<file path="src/rtl/pipe4_core.sv">
// pipe4_core: 4-stage fetch/decode/execute/writeback integer pipeline with forwarding
module pipe4_core #(
  parameter int DATA_W = 8,
  parameter int RA_W = 3,
  parameter int IMM_W = 8,
  parameter int PC_W = 8,
  parameter int CNT_W = 16,
  localparam int INSN_W = 2 + 2 * RA_W + IMM_W
) (
  input  logic              clock,
  input  logic              reset,
  output logic [PC_W-1:0]   imem_addr,
  input  logic [INSN_W-1:0] imem_insn,
  input  logic              imem_valid,
  output logic [RA_W-1:0]   ctrl_readReg,
  input  logic [DATA_W-1:0] data_readReg,
  output logic              ctrl_writeEnable,
  output logic [RA_W-1:0]   ctrl_writeReg,
  output logic [DATA_W-1:0] data_writeReg,
  output logic [CNT_W-1:0]  retired
);
  logic [PC_W-1:0] pc;
  logic fd_v, dx_v, xw_v;
  logic [INSN_W-1:0] fd_insn;
  logic [1:0] dx_op;
  logic [RA_W-1:0] fd_rs, dx_rd, xw_rd;
  logic [IMM_W-1:0] dx_imm;
  logic [DATA_W-1:0] dx_a, xw_res, fwd_a, ex_res, imm_x;
  assign fd_rs = fd_insn[IMM_W +: RA_W];
  assign imm_x = DATA_W'($signed(dx_imm));
  assign ex_res = dx_op == 2'b00 ? dx_a + imm_x :
                  dx_op == 2'b01 ? dx_a - imm_x :
                  dx_op == 2'b10 ? dx_a & imm_x : imm_x;
  assign fwd_a = (dx_v && dx_rd == fd_rs && fd_rs != '0) ? ex_res :
                 (xw_v && xw_rd == fd_rs && fd_rs != '0) ? xw_res : data_readReg;
  assign imem_addr = pc;
  assign ctrl_readReg = fd_rs;
  assign ctrl_writeEnable = xw_v && xw_rd != '0;
  assign ctrl_writeReg = xw_rd;
  assign data_writeReg = xw_res;
  always_ff @(posedge clock) begin
    if (reset) begin
      pc <= '0;
      fd_v <= 1'b0;
      dx_v <= 1'b0;
      xw_v <= 1'b0;
      fd_insn <= '0;
      dx_op <= '0;
      dx_rd <= '0;
      dx_imm <= '0;
      dx_a <= '0;
      xw_rd <= '0;
      xw_res <= '0;
      retired <= '0;
    end else begin
      fd_v <= imem_valid;
      if (imem_valid) begin
        fd_insn <= imem_insn;
        pc <= pc + 1'b1;
      end
      dx_v <= fd_v;
      dx_op <= fd_insn[INSN_W-1 -: 2];
      dx_rd <= fd_insn[INSN_W-3 -: RA_W];
      dx_imm <= fd_insn[IMM_W-1:0];
      dx_a <= fwd_a;
      xw_v <= dx_v;
      xw_rd <= dx_rd;
      xw_res <= ex_res;
      if (xw_v) retired <= retired + 1'b1;
    end
  end
endmodule

</file>
<file path="config.mk">
export PLATFORM = sky130hd
export DESIGN_NAME = pipe4_core
export DESIGN_NICKNAME = d
export VERILOG_FILES = /design/src/rtl/pipe4_core.sv
export SDC_FILE = /design/constraint.sdc
export NUM_CORES = 1
export LEC_CHECK = 0
export ABC_CLOCK_PERIOD_IN_PS = 4300
export CAP_MARGIN = 10
export CORE_MARGIN = 8
export CORE_UTILIZATION = 50
export CTS_CLUSTER_DIAMETER = 50
export CTS_CLUSTER_SIZE = 8
export DETAILED_ROUTE_END_ITERATION = 6
export PLACE_DENSITY = 0.77
export SLEW_MARGIN = 20
export SYNTH_ARGS = -nofsm -noshare
export SYNTH_HDL_FRONTEND = slang
export SYNTH_SLANG_ARGS = --single-unit
</file>
<file path="constraint.sdc">
create_clock -name clock -period 4.3 [get_ports clock]
set_input_delay 1.29 -clock clock [delete_from_list [all_inputs] [get_ports clock]]
set_output_delay 1.29 -clock clock [all_outputs]
set_load 0.01 [all_outputs]
</file>
---- Word-level counts from Yosys, hierarchy flattened ----
Index checks and enable logic that the tools add are counted.
word-level totals
  bits in registers ....................... 75
  input bits .............................. 27
cells by class
  add/subtract/negate cells ............... 4
  eq/ne operators ......................... 4
  muxes and demuxes ....................... 5
  bitwise operators ....................... 1
  reduce and logical (&&, ||, !) cells .... 8
operators by type and width
  cell                                                              number
  8-bit two-way mux                                                 5
  16-bit by 1-bit adder with 16-bit output (second input constant)  1
  8-bit by 1-bit adder with 8-bit output (second input constant)    1
  8-bit adder                                                       1
  8-bit AND                                                         1
  8-bit subtractor                                                  1
  3-bit == test                                                     2
  3-bit nonzero test                                                2
  1-bit logical AND                                                 5
  2-bit by 1-bit == test with 1-bit output (second input constant)  1
  2-bit == test (second input constant)                             1
  2-bit zero test                                                   1

---- Longest topological paths before layout ----
  depth in word-level cells ............... 5
  gate-level depth with buffers ........... 9

---- Least setup slack after synthesis ----
OpenSTA, ideal clock, no wires.
  path kind ............................... input-to-reg
  start ................................... input port imem_valid
  end ..................................... register pc[2], in the netlist imem_addr[2]
  setup time .............................. 0.128 ns
  arrival ................................. 2.180 ns
  data required time ...................... 4.172 ns
  setup slack ............................. 1.993 ns
  cell stages on the path ................. 5
  buffers on the path ..................... 2
  path through ............................ clkbuf_1 > buf_1 > nand2_1 > xor2_1 > nor2_1
RTL lines
  item                  RTL line  source
  start, declared       14        input logic imem_valid,
  end signal, assigned  59        pc <= pc + 1'b1;
  end, declared         22        logic [PC_W-1:0] pc;

---- Worst setup path in the final report ----
  start ................................... register xw_v
  end ..................................... output port ctrl_writeEnable
between the ends
  word-level cells in the longest chain between the ends .. 1
RTL lines
  item                    RTL line  source
  start, declared         23        logic fd_v, dx_v, xw_v;
  start signal, assigned  66        xw_v <= dx_v;
  1-bit logical AND       38        assign ctrl_writeEnable = xw_v && xw_rd != '0;
  end, declared           17        output logic ctrl_writeEnable,
Every way passes these cells.

==> results.md <==
- Ports: 66
- Routed Antenna Nets: 0
- Row cnt: 31
- Vias: between 2k and 3k
- Crit Path Class: flop to output port
- Die Y: 102 microns
- Leakage: approximately 1.7 nW
- Reg2Reg Setup Slack: a little under 2 ns
- R2R cell count: 8
- Post-CTS resize count: 0
- Reg2reg end: dx_a[7]$_SDFF_PP0_
- CP Capture Type: output port
- Area Growth Syn to Fin: 23.4%
- GR Util All Layers: between 10% and 20%
- HPWL after DPL: a little over 6000 microns
- Initial antenna violation count: 0
- Worst-path fanout max: 10
- Largest net degree at the start of global routing: 40
- Worst hold start: fd_insn[3]$_SDFFE_PP0P_
- Count leader, synth: dfxtp_1
- Synth Register Bits: 75
- Peak supply drop: ~0.23 mV
- Sink Count: between 70 and 80
- Root buffer cell: clkbuf_8
- Arr. time, crit path: between 1.5 and 2 ns
- FF-to-FF Start: dx_imm[5]$_SDFF_PP0_
- Fin. Hold Viols: 0
- Pwr per Cell Area: approximately 320 mW/mm^2
- Final Cycle Share: between 60% and 70%
- Core area: 0.00718 sq mm
- RSZ-0062 raised after global routing: false
- Gate power share: 13.9%
- Layout cells sized above 1: approximately 6.3%
- Nets: roughly 500
- DRT Pass-1 Iters: 4
- Worst hold path type: flop to flop
- Predominant post-synthesis flop cell: dfxtp_1
- Share of the synthesized area in the top cell type: 41.0%
- Ant diodes: 0
- Final setup vio count: 0
- Worst-margin pin slew: 0.804 ns
- Post-Synthesis Cell Area: 0.00366 sq mm
- Clk_lat worst skew: around 0.33 ns
- Max transition margin: a little under half
- Max Slew Vio Count: 0
- Warnings from Yosys: 0
- Netlist cell types: 53
- Hold endpoint: dx_imm[3]$_SDFF_PP0_
- Clk slew on worst S/H paths: roughly 0.080 ns
- Detailed Route Iter0 Violations: between 100 and 150
- Commonest cells post-synth: dfxtp_1, nor2_1, mux2i_1
- Clk_skew: 0.00700 ns
- Worst Path Required: between 3 and 4 ns
- Biggest area consumer among synthesized cells: dfxtp_1
- CTS H-tree depth: 3
- Cells after Synth: around 400
- Die width: roughly 100 microns
- Share of the yosys chip area belonging to registers: 41.0%
- Cts hold-fix bufs: 0
- EDFF count, synth: 0
- Congestion Overflow GR: 0
- Full die area: roughly 0.010 sq mm
- Crit path launch: xw_v$_SDFF_PP0_
- WL per Instance: 14.8 microns
- # fillers: approximately 620
- Initial core utilization: about half
- Net count after synthesis: 451
- Overall power: roughly 1.4 mW
- F_max: between 300 and 400 MHz
- Number of global-route vias before repair: between 2k and 3k
- Post-layout min period: slightly below 3 ns
- Hold-critical path depth: 1
- GPL Wtd Cong: roughly 0.86
- CTS tree: built
- First-pass GRT wire length: approximately 14000 microns
- Number of max-cap violations: 0
- Startpoint types: flop
- Vias per cell: approximately 5.2
- Clock power frac: 33.8%
- I/O Buffers: 65
- Avg Cell Area, Syn: about 9.1 sq um
- Sw Share: between 20% and 30%
- Postcts setup bufs: 0
- Top post-synthesis cells by area: dfxtp_1, mux2i_1, ha_1
- Switching power: roughly 0.38 mW
- DRC viols: 0
- Status: finished clean
- Flop pwr share: about 52%
- Routed WL: around 8300 microns
- Final core utilization: 62.9%
- Clk buf depth: 2
- Setup_tns: 0 ns
- Final Hold Slack: between 0.4 and 0.5 ns
- Cts bufs inserted: 9
- Post-synth ARST share: 0%
- Cell Int Power: around 1.1 mW
## cell type report
class / instances / area (sq um) / share of cell area [%]
Inverter: 20 / 75.1 / 1.66
Tap cell: 99 / 124 / 2.74
Sequential cell: 75 / 1500 / 33.2
Timing Repair Buffer: 67 / 661 / 14.6
Multi-Input combinational cell: 286 / 1980 / 43.8
Clock inverter: 6 / 41.3 / 0.914
Clock buffer: 10 / 138 / 3.05
## cells by family after synthesis
| logic type | synth area share, % |
|---|---|
| AOI/OAI and AO/OA | 12.7 |
| xor gates and xnor gates | 5.98 |
| DFF | 41.0 |
| muxes | 9.16 |
| adders and majority gates | 7.25 |
| buffers and inverters | 4.96 |
| and+or+nand+nor | 18.9 |
## cells in the final DEF, fill, tap and decap left out, types with 4 or more instances in the layout
master,Yosys,layout
a211oi_1,6,6
a21oi_1,17,17
and3_1,6,6
clkbuf_8,0,10
clkdlybuf4s50_1,0,64
dfxtp_1,75,75
ha_1,18,18
inv_1,19,19
mux2_2,4,4
mux2i_1,29,29
nand2_1,18,18
nand3_1,11,11
nand4_1,7,7
nor2_1,52,52
nor2b_1,26,26
nor3_1,5,5
o21ai_0,10,10
o22ai_1,4,4
or3_1,7,7
xnor2_1,12,12
xor2_1,13,13
## flip-flops by register name, indices dropped and copies added, names as in the netlist, 2 cells and up
| signal | flops |
|---|---|
| fd_insn | 16 |
| dx_imm | 8 |
| dx_op | 2 |
| ctrl_writeReg | 3 |
| imem_addr | 8 |
| dx_rd | 3 |
| dx_a | 8 |
| data_writeReg | 8 |
| retired | 16 |
## power by group through the flow
stage / Combinational, mW / Sequential, mW / Clock, mW
global route: 0.222 / 0.754 / 0.528
finish: 0.200 / 0.749 / 0.485
CTS: 0.200 / 0.750 / 0.496
global placement: 0.196 / 0.764 / 0
detailed placement: 0.199 / 0.765 / 0
floorplan: 0.130 / 0.760 / 0
## through the flow
stage	setup slack [ns]	instances	instance area [sq um]
CTS	1.30	563	4520
finish	1.33	563	4520
floorplan	1.99	404	3660
global placement	1.42	547	4340
global route	1.24	563	4520
detailed placement	1.36	547	4340
## worst max path at each step
stage,cells after the start,slack [ns],endpoint
final,2,1.33,ctrl_writeEnable
after global routing,2,1.24,ctrl_writeEnable
after CTS,2,1.30,ctrl_writeEnable
after detailed placement,5,1.36,imem_addr[7]$_SDFFE_PP0P_
after global placement,5,1.42,imem_addr[7]$_SDFFE_PP0P_
after floorplan,5,1.99,imem_addr[2]$_SDFFE_PP0P_
## critical path: stages, from the launching register on
cell and delay, ns:
dfxtp_1 0.59, o31a_1 0.21, clkdlybuf4s50_1 0.54
## metal layers
metal / GRT usage (%) / vias to the layer above / routed length, microns
li1: - / 1492 / -
met1: 20.6 / 1387 / 3720
met2: 27.0 / 64 / 4030
met3: 4.88 / 8 / 475
met4: 5.96 / 0 / 106
met5: 0 / - / 0
(Power assumes the default switching activity.)
